===== config.mk =====
export PLATFORM = sky130hd
export DESIGN_NAME = conv_layer_sequencer
export DESIGN_NICKNAME = d
export VERILOG_FILES = /design/src/rtl/conv_layer_sequencer.sv
export SDC_FILE = /design/constraint.sdc
export NUM_CORES = 1
export LEC_CHECK = 0
export BUFFER_PORTS_ARGS = -buffer_cell sky130_fd_sc_hd__clkbuf_2
export CAP_MARGIN = 20
export CORE_ASPECT_RATIO = 0.9
export CORE_MARGIN = 2
export CORE_UTILIZATION = 52
export CTS_BUF_LIST = sky130_fd_sc_hd__clkbuf_8
export DETAILED_ROUTE_END_ITERATION = 8
export MAX_ROUTING_LAYER = met4
export PLACE_DENSITY = 0.85
export SYNTH_ARGS = -nofsm -noshare
export SYNTH_HDL_FRONTEND = slang
export SYNTH_SLANG_ARGS = --single-unit
export TNS_END_PERCENT = 1

===== constraint.sdc =====
create_clock -name clk -period 2.35 [get_ports clk]
set_input_delay 0 -clock clk [delete_from_list [all_inputs] [get_ports clk]]
set_output_delay 0 -clock clk [all_outputs]
set_load 0.02 [all_outputs]

===== src/rtl/conv_layer_sequencer.sv =====
// ============================================================================
//  Module      : conv_layer_sequencer
//  Description : Layer-level control sequencer for a convolution unit. Walks
//                output-channel groups (oc) and input-channel groups (ic),
//                loads bias and weights, streams feature-map pixels, drains
//                the ConvUnit pipeline and tracks the result write address.
//  Revision    : 1.0 - initial release
// ============================================================================
`default_nettype none

module conv_layer_sequencer #(
  parameter int FM_ADDR_W = 13,   // feature-map address width
  parameter int WM_ADDR_W = 8,    // weight-memory read address width
  parameter int BM_ADDR_W = 9,    // bias-memory read address width
  parameter int GRP_W     = 6,    // channel-group count width
  parameter int PIPE_LAT  = 8     // ConvUnit drain cycles (>=1)
) (
  input  logic                  clk,
  input  logic                  rstn,                 // synchronous, active low
  // control
  input  logic                  start,                // layer start pulse
  input  logic                  stall,                // hold pixel streaming
  input  logic                  Conv_data_valid_out,  // ConvUnit result strobe
  // layer configuration, sampled when start is accepted
  input  logic                  cfg_pw_mode,
  input  logic [3:0]            cfg_scale,
  input  logic [8:0]            cfg_buff_len,
  input  logic [FM_ADDR_W-1:0]  cfg_pix_num,          // pixels per group (>=1)
  input  logic [GRP_W-1:0]      cfg_ic_grp,           // input groups (>=1)
  input  logic [GRP_W-1:0]      cfg_oc_grp,           // output groups (>=1)
  input  logic [FM_ADDR_W-1:0]  cfg_fm_rd_base,
  input  logic [FM_ADDR_W-1:0]  cfg_fm_wr_base,
  // status
  output logic [2:0]            current_state,
  output logic                  state_rst,
  output logic                  busy,
  output logic                  done,
  // ConvUnit control
  output logic                  Conv_data_valid_in,
  output logic                  adder_rst,
  output logic                  bias_out_valid,
  output logic                  PW_mode,
  output logic [3:0]            Conv_scale_in,
  output logic [8:0]            buff_len_ctrl,
  // memory addresses
  output logic [FM_ADDR_W-1:0]  fm_rd_addr,
  output logic [FM_ADDR_W-1:0]  fm_wr_addr,
  output logic [WM_ADDR_W-1:0]  wm_addr_rd,
  output logic [BM_ADDR_W-1:0]  bm_addr_rd
);

  // --------------------------------------------------------------------------
  // State encoding (visible on current_state)
  // --------------------------------------------------------------------------
  typedef enum logic [2:0] {
    S_IDLE        = 3'd0,
    S_LOAD_BIAS   = 3'd1,
    S_LOAD_WEIGHT = 3'd2,
    S_CONV        = 3'd3,
    S_DRAIN       = 3'd4,
    S_DONE        = 3'd5
  } state_t;

  // Drain counter only needs to reach PIPE_LAT-1
  localparam int             DRN_W    = (PIPE_LAT > 1) ? $clog2(PIPE_LAT) : 1;
  localparam logic [DRN_W-1:0] DRN_LAST = DRN_W'(PIPE_LAT - 1);

  // --------------------------------------------------------------------------
  // Registers
  // --------------------------------------------------------------------------
  state_t                 r_state;
  logic                   r_state_rst;
  logic                   r_busy;
  logic                   r_done;
  logic                   r_bias_vld;

  // latched configuration
  logic                   r_pw_mode;
  logic [3:0]             r_scale;
  logic [8:0]             r_buff_len;
  logic [FM_ADDR_W-1:0]   r_pix_num;
  logic [GRP_W-1:0]       r_ic_grp;
  logic [GRP_W-1:0]       r_oc_grp;
  logic [FM_ADDR_W-1:0]   r_rd_base;

  // loop counters and addresses
  logic [FM_ADDR_W-1:0]   r_pix;
  logic [GRP_W-1:0]       r_ic;
  logic [GRP_W-1:0]       r_oc;
  logic [DRN_W-1:0]       r_drain;
  logic [WM_ADDR_W-1:0]   r_wm;
  logic [FM_ADDR_W-1:0]   r_fm_rd;
  logic [FM_ADDR_W-1:0]   r_fm_wr;

  // --------------------------------------------------------------------------
  // Combinational decode
  // --------------------------------------------------------------------------
  state_t                 w_state_nxt;
  logic                   w_valid_in;
  logic                   w_pix_last;
  logic                   w_ic_last;
  logic                   w_oc_last;
  logic                   w_drn_last;
  logic                   w_start_ok;

  // A pixel is issued on every CONV cycle that is not stalled
  assign w_valid_in = (r_state == S_CONV) && !stall;
  assign w_pix_last = (r_pix == (r_pix_num - FM_ADDR_W'(1)));
  assign w_ic_last  = (r_ic  == (r_ic_grp  - GRP_W'(1)));
  assign w_oc_last  = (r_oc  == (r_oc_grp  - GRP_W'(1)));
  assign w_drn_last = (r_drain == DRN_LAST);
  // start only counts while idle; mid-layer pulses are dropped
  assign w_start_ok = (r_state == S_IDLE) && start;

  // Next-state selection for the layer sequence
  always_comb begin
    w_state_nxt = r_state;
    case (r_state)
      S_IDLE:        if (start) w_state_nxt = S_LOAD_BIAS;
      S_LOAD_BIAS:   w_state_nxt = S_LOAD_WEIGHT;
      S_LOAD_WEIGHT: w_state_nxt = S_CONV;
      S_CONV: begin
        if (w_valid_in && w_pix_last) begin
          w_state_nxt = w_ic_last ? S_DRAIN : S_LOAD_WEIGHT;
        end
      end
      S_DRAIN: begin
        if (w_drn_last) begin
          w_state_nxt = w_oc_last ? S_DONE : S_LOAD_BIAS;
        end
      end
      S_DONE:        w_state_nxt = S_IDLE;
      default:       w_state_nxt = S_IDLE;
    endcase
  end

  // State register plus registered status flags derived from the next state
  always_ff @(posedge clk) begin
    if (!rstn) begin
      r_state     <= S_IDLE;
      r_state_rst <= 1'b0;
      r_busy      <= 1'b0;
      r_done      <= 1'b0;
      r_bias_vld  <= 1'b0;
    end else begin
      r_state     <= w_state_nxt;
      r_state_rst <= (w_state_nxt != r_state);
      r_busy      <= (w_state_nxt != S_IDLE);
      r_done      <= (w_state_nxt == S_DONE);
      r_bias_vld  <= (w_state_nxt == S_LOAD_BIAS);
    end
  end

  // Configuration latch, loop counters, read and weight addresses
  always_ff @(posedge clk) begin
    if (!rstn) begin
      r_pw_mode  <= 1'b0;
      r_scale    <= '0;
      r_buff_len <= '0;
      r_pix_num  <= '0;
      r_ic_grp   <= '0;
      r_oc_grp   <= '0;
      r_rd_base  <= '0;
      r_pix      <= '0;
      r_ic       <= '0;
      r_oc       <= '0;
      r_drain    <= '0;
      r_wm       <= '0;
      r_fm_rd    <= '0;
    end else begin
      case (r_state)
        S_IDLE: begin
          if (start) begin
            r_pw_mode  <= cfg_pw_mode;
            r_scale    <= cfg_scale;
            r_buff_len <= cfg_buff_len;
            r_pix_num  <= cfg_pix_num;
            r_ic_grp   <= cfg_ic_grp;
            r_oc_grp   <= cfg_oc_grp;
            r_rd_base  <= cfg_fm_rd_base;
            r_pix      <= '0;
            r_ic       <= '0;
            r_oc       <= '0;
            r_drain    <= '0;
            r_wm       <= '0;
            r_fm_rd    <= cfg_fm_rd_base;
          end
        end
        S_CONV: begin
          // Input groups of one oc are contiguous in the feature map, so the
          // read address simply runs on from one ic group into the next.
          if (w_valid_in) begin
            r_fm_rd <= r_fm_rd + FM_ADDR_W'(1);
            if (w_pix_last) begin
              r_pix <= '0;
              r_wm  <= r_wm + WM_ADDR_W'(1);
              if (!w_ic_last) begin
                r_ic <= r_ic + GRP_W'(1);
              end
            end else begin
              r_pix <= r_pix + FM_ADDR_W'(1);
            end
          end
        end
        S_DRAIN: begin
          if (w_drn_last) begin
            r_drain <= '0;
            if (!w_oc_last) begin
              r_oc    <= r_oc + GRP_W'(1);
              r_ic    <= '0;
              r_fm_rd <= r_rd_base;
            end
          end else begin
            r_drain <= r_drain + DRN_W'(1);
          end
        end
        default: ;
      endcase
    end
  end

  // Result write address: loaded at layer start, advanced per ConvUnit result
  always_ff @(posedge clk) begin
    if (!rstn) begin
      r_fm_wr <= '0;
    end else if (w_start_ok) begin
      r_fm_wr <= cfg_fm_wr_base;
    end else if (r_busy && Conv_data_valid_out) begin
      r_fm_wr <= r_fm_wr + FM_ADDR_W'(1);
    end
  end

  // --------------------------------------------------------------------------
  // Outputs
  // --------------------------------------------------------------------------
  assign current_state      = r_state;
  assign state_rst          = r_state_rst;
  assign busy               = r_busy;
  assign done               = r_done;
  assign bias_out_valid     = r_bias_vld;
  assign Conv_data_valid_in = w_valid_in;
  // accumulator clear rides on the very first pixel of each output channel
  assign adder_rst          = w_valid_in && (r_ic == '0) && (r_pix == '0);
  // configuration is only presented while a layer is in flight
  assign PW_mode            = r_busy & r_pw_mode;
  assign Conv_scale_in      = r_busy ? r_scale    : 4'd0;
  assign buff_len_ctrl      = r_busy ? r_buff_len : 9'd0;
  assign fm_rd_addr         = r_fm_rd;
  assign fm_wr_addr         = r_fm_wr;
  assign wm_addr_rd         = r_wm;
  assign bm_addr_rd         = BM_ADDR_W'(r_oc);

endmodule

`default_nettype wire


# Word level (Yosys, flattened, before mapping)
# Cells that the tools add are included.
# word_totals
register_bits	121
in_bits	70
elab_cells	105
# op_classes
addsub	10
n_eq_ne	17
mux	36
bitwise_logic	1
reduce_logical	22
# op_table
cell	n
$mux 13	9
$mux 6	8
$add 13x1->13 const B	3
$pmux 13 s3	1
$pmux 13 s2	1
$mux 8	3
$mux 3	7
$pmux 6 s3	1
$pmux 8 s2	1
$pmux 3 s5	1
$eq 13x13->1	1
$logic_not 13->1	1
$sub 13x1->13 const B	1
$add 6x1->6 const B	2
$eq 6x6->1	2
$ne 2x2->1 const B	6
$pmux 6 s2	1
$sub 6x1->6 const B	2
$eq 3x3->1 const B	3
$mux 9	1
$add 8x1->8 const B	1
$reduce_and 4->1	2
$reduce_and 7->1	1
$eq 3x1->1 const B	2
other kinds (15)	25

# Logic depth before layout (Yosys ltp)
# Gate-level depths: netlist of run 1.
# logic_depth
depth_word	6
mapped_depth	10
depth_no_buf	9

# Worst setup path after synthesis of run 1
# OpenSTA, ideal clock, no wires.
# synth_path
kind	flip-flop to flip-flop
startpoint	register r_pix_num[0]
endpoint	register r_ic[4]
setup_time_ns	0.072
t_arrival_ns	2.497
t_required_ns	2.278
setup_slack_ns	-0.218
stages_incl_launch_ff	11
synth_period_minus_slack_ns	2.568
path_cell_list	dfxtp_1 inv_1 ha_1 or3b_2 nor4b_2 xnor2_1 nor4_2 o2111ai_2 buf_2 a211oi_2 mux2i_1
# synth_via
elab_chain_cells	4
# synth_rtl
item	line	rtl
start: declaration	81	logic [FM_ADDR_W-1:0] r_pix_num;
start signal: assignment	177	r_pix_num <= cfg_pix_num;
$sub 13x1->13	108	assign w_pix_last = (r_pix == (r_pix_num - FM_ADDR_W'(1)));
$eq 13x13->1	108	
$ne 2x2->1 (no line)	n/a	
$reduce_and 7->1 (no line)	n/a	
end signal: assignment	198	r_ic <= r_ic + GRP_W'(1);
end: declaration	88	logic [GRP_W-1:0] r_ic;
# Every way passes these cells.
# A chain may end at the register's enable or synchronous reset.

# Worst setup path after layout of run 1
# layout_path
startpoint	register r_pix_num[1]
endpoint	register r_pix[8]
# layout_via
elab_chain_cells	5
# layout_rtl
item	line	rtl
$sub 13x1->13	108	
$eq 13x13->1	108	
$mux 13	194	if (w_pix_last) begin
$mux 13	192	if (w_valid_in) begin
$pmux 13 s2	171	case (r_state)
end signal: assignment	201	r_pix <= r_pix + FM_ADDR_W'(1);
end: declaration	87	logic [FM_ADDR_W-1:0] r_pix;
# Every way passes these cells. The select of a mux whose other input is x is not followed.

==> flow_metrics.py, run 1 <==
metrics = {
    "logic_synthesis": {
        "netlist_area_sq_um": 6680,
        "synthFlopType": "dfxtp_1",
        "synth_edf_count": 0,
        "ys_types": 63,
        "yosys_warnings": 0,
        "ys_seq_area_share_pct": 36.3,
        "synth_cells": 837,
        "ys_async_sr_fraction_pct": 0,
        "avgSynthCellArea_sq_um": 7.98,
        "ys_ff_latch": 121,
    },
    "timing": {
        "rsz0062_at_grt": "true",
        "slew_headroom_pct": 43.0,
        "finalCritPeriodShare_pct": 110,
        "worstMarginPinSlew_ns": 0.855,
        "worst_slack_ns": -0.240,
        "holdWs_ns": 0.115,
        "maxSlewViolCount": 0,
        "skew_ns": 0.0127,
        "hold_viol": 0,
        "tns_ns": -7.42,
        "setup_viol": 51,
        "min_period_ns": 2.59,
        "fmax_mhz": 386,
    },
    "run_status": {
        "status": "finished with violations",
        "violations": "setup timing",
    },
    "setup_path": {
        "rr_worst_depth": 11,
        "reg2reg_to": "r_pix[8]",
        "cp_cell_sequence": "inv_2, ha_4, or3b_4, nor4b_4, xnor2_1, nor4_2, o2111ai_2, buf_12, a21oi_4, buf_4, nor3b_1",
        "cp-end-kind": "register",
        "rr_startpoint": "r_pix_num[1]",
        "critPathKind": "reg2reg",
        "critPathBufInv": 3,
        "critical_path_arrival_ns": 2.93,
        "slowest_delay_ns": 0.42,
        "r2r_slack_ns": -0.24,
        "crit_fanout": 16,
        "critical-path-top-delay-family": "simple AND/OR/NAND/NOR gates",
        "required_ns": 2.69,
        "cp-start-kind": "register",
        "cpMaxStageDelayCell": "or3b_4",
    },
    "global_routing": {
        "busiest_layer": "met2",
        "antenna_found_initial": 1,
        "grt_use_met1_pct": 36.1,
        "grt_pass1_wl_um": 32900,
        "use_met3_pct": 7.22,
        "met2_usage_pct": 50.9,
        "grt_use_total_pct": 31.1,
        "grt_pass1_vias": 6834,
        "gr-total-overflow": 0,
        "grt_start_max_net_pins": 80,
    },
    "power_and_ir_drop": {
        "p_leak_nw": 3.78,
        "power_density_nw_per_um2": 620,
        "ir_drop_mv": 0.535,
        "p_total_mw": 5.56,
    },
    "cts": {
        "cts_sinks": 121,
        "worstSkewPairLatency_ns": 0.45,
        "htree_levels": 4,
        "tritoncts": "yes",
        "post-cts-setup-buffers": 0,
        "clk_pin_slew_ns": 0.08,
        "cts_root_buf": "clkbuf_8",
        "clk_path_buf_depth": 2,
        "cts_buffers": 17,
    },
    "placement": {
        "post_dp_cell_area_sq_um": 7740,
        "dp_hpwl_um": 11900,
        "port_buffers": 132,
        "place.gp.congestion": 0.866,
        "dpl_worst_slack_ns": -0.159,
        "dp.cells": 1129,
    },
    "detailed_routing": {
        "ant_nets": 0,
        "wirelength_um": 20600,
        "drt_iter0_drc": 594,
        "vias_per_cell": 5.73,
        "wl_per_cell_um": 16.7,
        "drc": 0,
        "first_pass_iters": 5,
        "vias": 7048,
    },
    "die": {
        "dieArea_sq_um": 13800,
        "std_cell_rows": 39,
        "ioPinCount": 136,
        "initial_utilization_pct": 52.8,
        "coreArea_sq_um": 12600,
        "die_w_um": 123,
        "die_h_um": 112,
    },
    "cells_and_area": {
        "nets": 1134,
        "drive_gt1_share_pct": 23.5,
        "final_cell_count_no_fill": 1230,
        "fin_area_sq_um": 8970,
        "synthToLayoutAreaGrowth_pct": 34.3,
        "final_util_pct": 71.0,
    },
    "worst_hold_path": {
        "min_from": "start",
        "min_to": "r_drain[2]",
        "hold_path.class": "in2reg",
        "hold_depth": 4,
    },
    "job": {
        "max-cap-violations": 0,
    },
}
[registers in the layout, indices dropped and copies added, names as in the netlist, 3 cells and up]
signal and count:
fm_wr_addr 13, r_rd_base 13, current_state 3, r_pix 13
r_pix_num 13, fm_rd_addr 13, wm_addr_rd 8, r_ic 6
r_oc_grp 6, r_oc 6, r_ic_grp 6, r_drain 3
r_buff_len 9, r_scale 4
[cells in the mapped netlist, types with 2 or more instances]
master,number,area [sq um]
a211oi_1,13,97.6
a21boi_0,63,473
a21oi_1,29,145
a21oi_2,3,26.3
a221oi_1,2,17.5
a22oi_1,3,22.5
a31oi_1,4,25.0
and2_1,20,125
and3_1,10,62.6
buf_1,2,7.51
buf_2,4,20.0
buf_4,3,22.5
clkbuf_1,45,169
dfxtp_1,121,2420
ha_1,13,163
inv_1,16,60.1
mux2i_1,17,170
nand2_1,161,604
nand2b_1,13,81.3
nand3_1,28,140
nand3b_1,3,22.5
nand4_1,11,68.8
nor2_1,48,180
nor2b_1,9,56.3
nor3_1,13,65.1
nor3b_1,16,120
nor4_1,6,37.5
nor4_2,2,25.0
nor4b_1,3,26.3
o2111ai_1,3,26.3
o211a_1,14,140
o21ai_0,33,165
o21ba_2,3,30.0
o22ai_1,6,37.5
o31ai_1,3,22.5
or3_1,15,93.8
xnor2_1,25,219
xor2_1,29,254
[power by group]
group          internal [mW]  total, mW  switching (mW)
Clock                   1.19       2.12           0.925
Combinational          0.513       1.17           0.652
Sequential              2.17       2.28           0.116
[worst reg2reg max path, cell delays in order (launching register included)]
cell	delay [ns]
dfxtp_2	0.34
inv_2	0.07
ha_4	0.13
or3b_4	0.42
nor4b_4	0.32
xnor2_1	0.13
nor4_2	0.23
o2111ai_2	0.21
buf_12	0.21
a21oi_4	0.15
buf_4	0.20
nor3b_1	0.07
[per-layer routing]
| layer | up-vias | share of wire (%) |
|---|---|---|
| li1 | 3341 | - |
| met1 | 3304 | 40 |
| met2 | 336 | 50 |
| met3 | 67 | 6.8 |
| met4 | 0 | 3.5 |
| met5 | - | 0 |
[timing repair]
item	4_1_cts	5_1_grt
setup endpoints to repair	50	57
hold endpoints to repair	72	0
hold buffers	67	0
resized for setup	41	3
pin swaps	8	3
[logic make-up after synthesis]
| family | count (synthesis) | share of synthesized area [%] |
|---|---|---|
| AO/OA/AOI/OAI | 192 | 20.3 |
| XOR/XNOR | 54 | 7.08 |
| adder cells (fa/ha/maj) | 13 | 2.44 |
| buffers and inverters | 71 | 4.35 |
| flip-flops | 121 | 36.3 |
| multiplexers | 17 | 2.55 |
| other | 1 | 0.0562 |
| AND/OR/NAND/NOR | 368 | 26.9 |
[cell type report]
class	instances	area, sq um
timing repair buffer	248	1730
fill	897	3670
inverter	16	60.1
clock buffer	18	248
multi-input combinational	647	4110
tap	164	205
antenna	2	5.00
clock inverter	14	194
sequential	121	2420
[layout by cell type, fill, tap and decap left out, drive strengths merged, types with 3 or more instances in the layout]
| cell | Yosys | layout |
|---|---|---|
| xnor2 | 25 | 25 |
| nor4b | 4 | 4 |
| dlygate4sd3 | 0 | 67 |
| o21ai | 34 | 34 |
| nand2b | 13 | 13 |
| o211a | 14 | 14 |
| nor3b | 16 | 16 |
| buf | 10 | 49 |
| nand3 | 28 | 28 |
| dfxtp | 121 | 121 |
| nor3 | 13 | 13 |
| nand4 | 11 | 11 |
| o2111ai | 4 | 4 |
| bufinv | 0 | 4 |
| mux2i | 17 | 17 |
| xor2 | 29 | 29 |
| nand3b | 3 | 3 |
| o31ai | 3 | 3 |
| a31oi | 4 | 4 |
| o22ai | 6 | 6 |
| nor4 | 8 | 8 |
| a211oi | 14 | 14 |
| clkinv | 0 | 5 |
| and3 | 10 | 10 |
| clkbuf | 45 | 150 |
| nor2 | 49 | 49 |
| inv | 16 | 19 |
| a21oi | 32 | 32 |
| o21ba | 3 | 3 |
| and2 | 21 | 21 |
| conb | 1 | 3 |
| a22oi | 3 | 3 |
| or3 | 15 | 15 |
| ha | 13 | 13 |
| nand2 | 161 | 161 |
| a21boi | 63 | 63 |
| nor2b | 9 | 9 |
[worst max-delay path by stage]
stage,startpoint,end,cells after the start
6_report,r_pix_num[1],r_pix[8],11
5_1_grt,r_pix_num[1],r_ic[2],10
4_1_cts,r_oc_grp[0],r_ic[2],7
3_5_place_dp,r_oc_grp[0],r_ic[1],8
3_3_place_gp,r_pix_num[1],r_ic[3],10
2_1_floorplan,r_pix_num[0],r_ic[4],10
Note: power is estimated with default switching activity, not from simulation.
==> run 2: changes to the inputs <==
--- a/config.mk
+++ b/config.mk
@@ -9,11 +9,11 @@
 export CAP_MARGIN = 20
 export CORE_ASPECT_RATIO = 0.9
 export CORE_MARGIN = 2
-export CORE_UTILIZATION = 52
+export CORE_UTILIZATION = 45
 export CTS_BUF_LIST = sky130_fd_sc_hd__clkbuf_8
 export DETAILED_ROUTE_END_ITERATION = 8
 export MAX_ROUTING_LAYER = met4
-export PLACE_DENSITY = 0.85
+export PLACE_DENSITY = 0.73
 export SYNTH_ARGS = -nofsm -noshare
 export SYNTH_HDL_FRONTEND = slang
 export SYNTH_SLANG_ARGS = --single-unit
==> constraint.sdc (replaced) <==
create_clock -name clk -period 2.5 [get_ports clk]
set_input_delay 0 -clock clk [delete_from_list [all_inputs] [get_ports clk]]
set_output_delay 0 -clock clk [all_outputs]
set_load 0.02 [all_outputs]
==> run 2 against run 1 <==
  * The flow still finishes with violations (setup timing)
  * Maximum frequency is 1.6% lower
  * Register-to-register slack better by 0.11 ns
  * Sequential share of layout area is 0.075 points lower
  * Clock-buffer cell count increased by 2
  * Die area up 15%
  * Design area up 0.28%
  * Clock skew shrank 0.00072 ns
  * Clock power shrank 25%
  * Cell count increased by 3.1%
  * Worst hold slack got worse by 0.069 ns
  * Non-clock buffer count up 8
  * Largest cell class unchanged
==> flow_metrics.py, run 2 (same netlist as run 1, synthesis figures left out) <==
metrics = {
    "cells_and_area": {
        "synthToLayoutAreaGrowth_pct": 34.7,
        "final_cell_count_no_fill": 1268,
        "fin_area_sq_um": 8990,
        "layout_commonest_cell": "nand2_1",
        "final_util_pct": 61.6,
        "nets": 1142,
        "n_antenna_cell": 0,
        "drive_gt1_share_pct": 23.3,
        "final_cell_mix": "nand2_1, clkbuf_2, dfxtp_1",
    },
    "power_and_ir_drop": {
        "p_int_mw": 3.35,
        "clock_power_share_pct": 33.0,
        "ir_drop_mv": 0.344,
        "power_density_nw_per_um2": 533,
        "p_seq_share_pct": 44.6,
        "p_switching_mw": 1.45,
        "swShare_pct": 30.2,
        "p_leak_nw": 3.79,
        "combPwrFrac_pct": 22.4,
        "p_total_mw": 4.80,
    },
    "setup_path": {
        "slowest_delay_ns": 0.40,
        "critPathKind": "reg2reg",
        "cp-end-kind": "register",
        "crit_fanout": 7,
        "critical_path_arrival_ns": 2.99,
        "cp-start-kind": "register",
        "required_ns": 2.86,
        "cpMaxStageDelayCell": "or3b_4",
        "r2r_slack_ns": -0.13,
        "cp_cell_sequence": "inv_2, ha_4, or3b_4, buf_4, or3_1, nand3b_1, o21ai_2, o2111ai_4, buf_6, a211oi_2, mux2i_1",
    },
    "die": {
        "coreArea_sq_um": 14600,
        "die_w_um": 132,
        "std_cell_rows": 42,
        "dieArea_sq_um": 15800,
        "die_h_um": 120,
        "initial_utilization_pct": 45.7,
        "ioPinCount": 136,
    },
    "cts": {
        "cts_root_buf": "clkbuf_8",
        "tritoncts": "yes",
        "worstSkewPairLatency_ns": 0.44,
        "clk_pin_slew_ns": 0.07,
        "cts_sinks": 121,
        "cts_buffers": 17,
        "clk_path_buf_depth": 2,
        "htree_levels": 4,
    },
    "placement": {
        "dp_hpwl_um": 12000,
        "place.gp.congestion": 0.876,
        "dpl_worst_slack_ns": -0.215,
        "port_buffers": 132,
        "dp.cells": 1166,
        "post_dp_cell_area_sq_um": 7770,
    },
    "global_routing": {
        "grt_use_total_pct": 23.8,
        "busiest_layer": "met2",
        "grt_pass1_wl_um": 30100,
        "met2_usage_pct": 38.1,
        "grt_use_met1_pct": 29.9,
        "grt_start_max_net_pins": 80,
        "gr-total-overflow": 0,
        "use_met3_pct": 5.41,
        "grt_pass1_vias": 6366,
        "antenna_found_initial": 0,
    },
    "timing": {
        "slew_headroom_pct": 43.2,
        "finalCritPeriodShare_pct": 105,
        "min_period_ns": 2.63,
        "hold_viol": 0,
        "tns_ns": -0.985,
        "fmax_mhz": 380,
        "rsz0062_at_grt": "true",
        "setup_viol": 14,
        "holdWs_ns": 0.0468,
        "maxSlewViolCount": 0,
        "worstMarginPinSlew_ns": 0.852,
        "worst_slack_ns": -0.132,
        "skew_ns": 0.0120,
    },
    "detailed_routing": {
        "first_pass_iters": 5,
        "drt_iter0_drc": 381,
        "ant_nets": 0,
        "vias_per_cell": 5.22,
        "wirelength_um": 18300,
        "vias": 6616,
        "wl_per_cell_um": 14.5,
        "drc": 0,
    },
    "worst_hold_path": {
        "hold_path.class": "in2reg",
    },
    "run_status": {
        "status": "finished with violations",
        "violations": "setup timing",
    },
    "job": {
        "max-cap-violations": 0,
    },
}
==> run 2: changes by cell type in the layout (fill, tap and decap cells not counted), moves of 3 or more <==
cell       before  now
bufinv_16       4    1
a21boi_0       54   61
inv_1          14   21
buf_4          44   51
a21oi_2         2    6
o21ai_1        11    5
o21ai_0        21   28
a21boi_1        9    2
a21oi_1        29   24
inv_6           3    0
==> run 2: layer usage <==
metal	up-vias	wire, um
met1	3108	8450
li1	3350	-
met3	22	744
met4	0	285
met2	136	8860
met5	-	0
==> run 2: layout make-up <==
cell class	count	area, sq um
Clock inverter	10	66.3
Inverter	16	60.1
Clock buffer	20	275
Tap cell	198	248
Multi-Input combinational cell	647	4130
Sequential cell	121	2420
Fill cell	1300	5610
Timing Repair Buffer	256	1790
==> run 2: timing repair <==
item / in CTS / in global routing
hold endpoints to repair: 73 / 0
setup buffers: 4 / 0
pin swaps: 16 / 4
gates resized for setup: 22 / 18
hold buffers: 68 / 0
endpoints found under the setup margin: 21 / 51
==> run 2: worst max-delay path, delay by kind of cell (launching register included) <==
family | cells | cell delay, ns
AO/OA/AOI/OAI | 3 | 0.49
adder cells (fa/ha/maj) | 1 | 0.13
buffers and inverters | 3 | 0.43
flip-flops | 1 | 0.32
multiplexers | 1 | 0.24
AND/OR/NAND/NOR | 3 | 0.94
==> run 2: power groups by stage <==
stage          logic, mW  registers (mW)  clock network, mW
5_1_grt             1.18            2.15               1.70
2_1_floorplan      0.549            2.23                  0
3_3_place_gp       0.914            2.18                  0
6_report            1.08            2.14               1.58
3_5_place_dp       0.928            2.18                  0
4_1_cts             1.05            2.14               1.61
==> run 2: worst paths after layout <==
check                           start            end  cells after the start
setup / recovery         r_pix_num[1]        r_ic[3]                     11
setup reg to reg         r_pix_num[1]        r_ic[3]                     11
hold / removal    Conv_data_valid_out  fm_wr_addr[0]                      5
hold reg to reg            r_scale[3]     r_scale[3]                      2
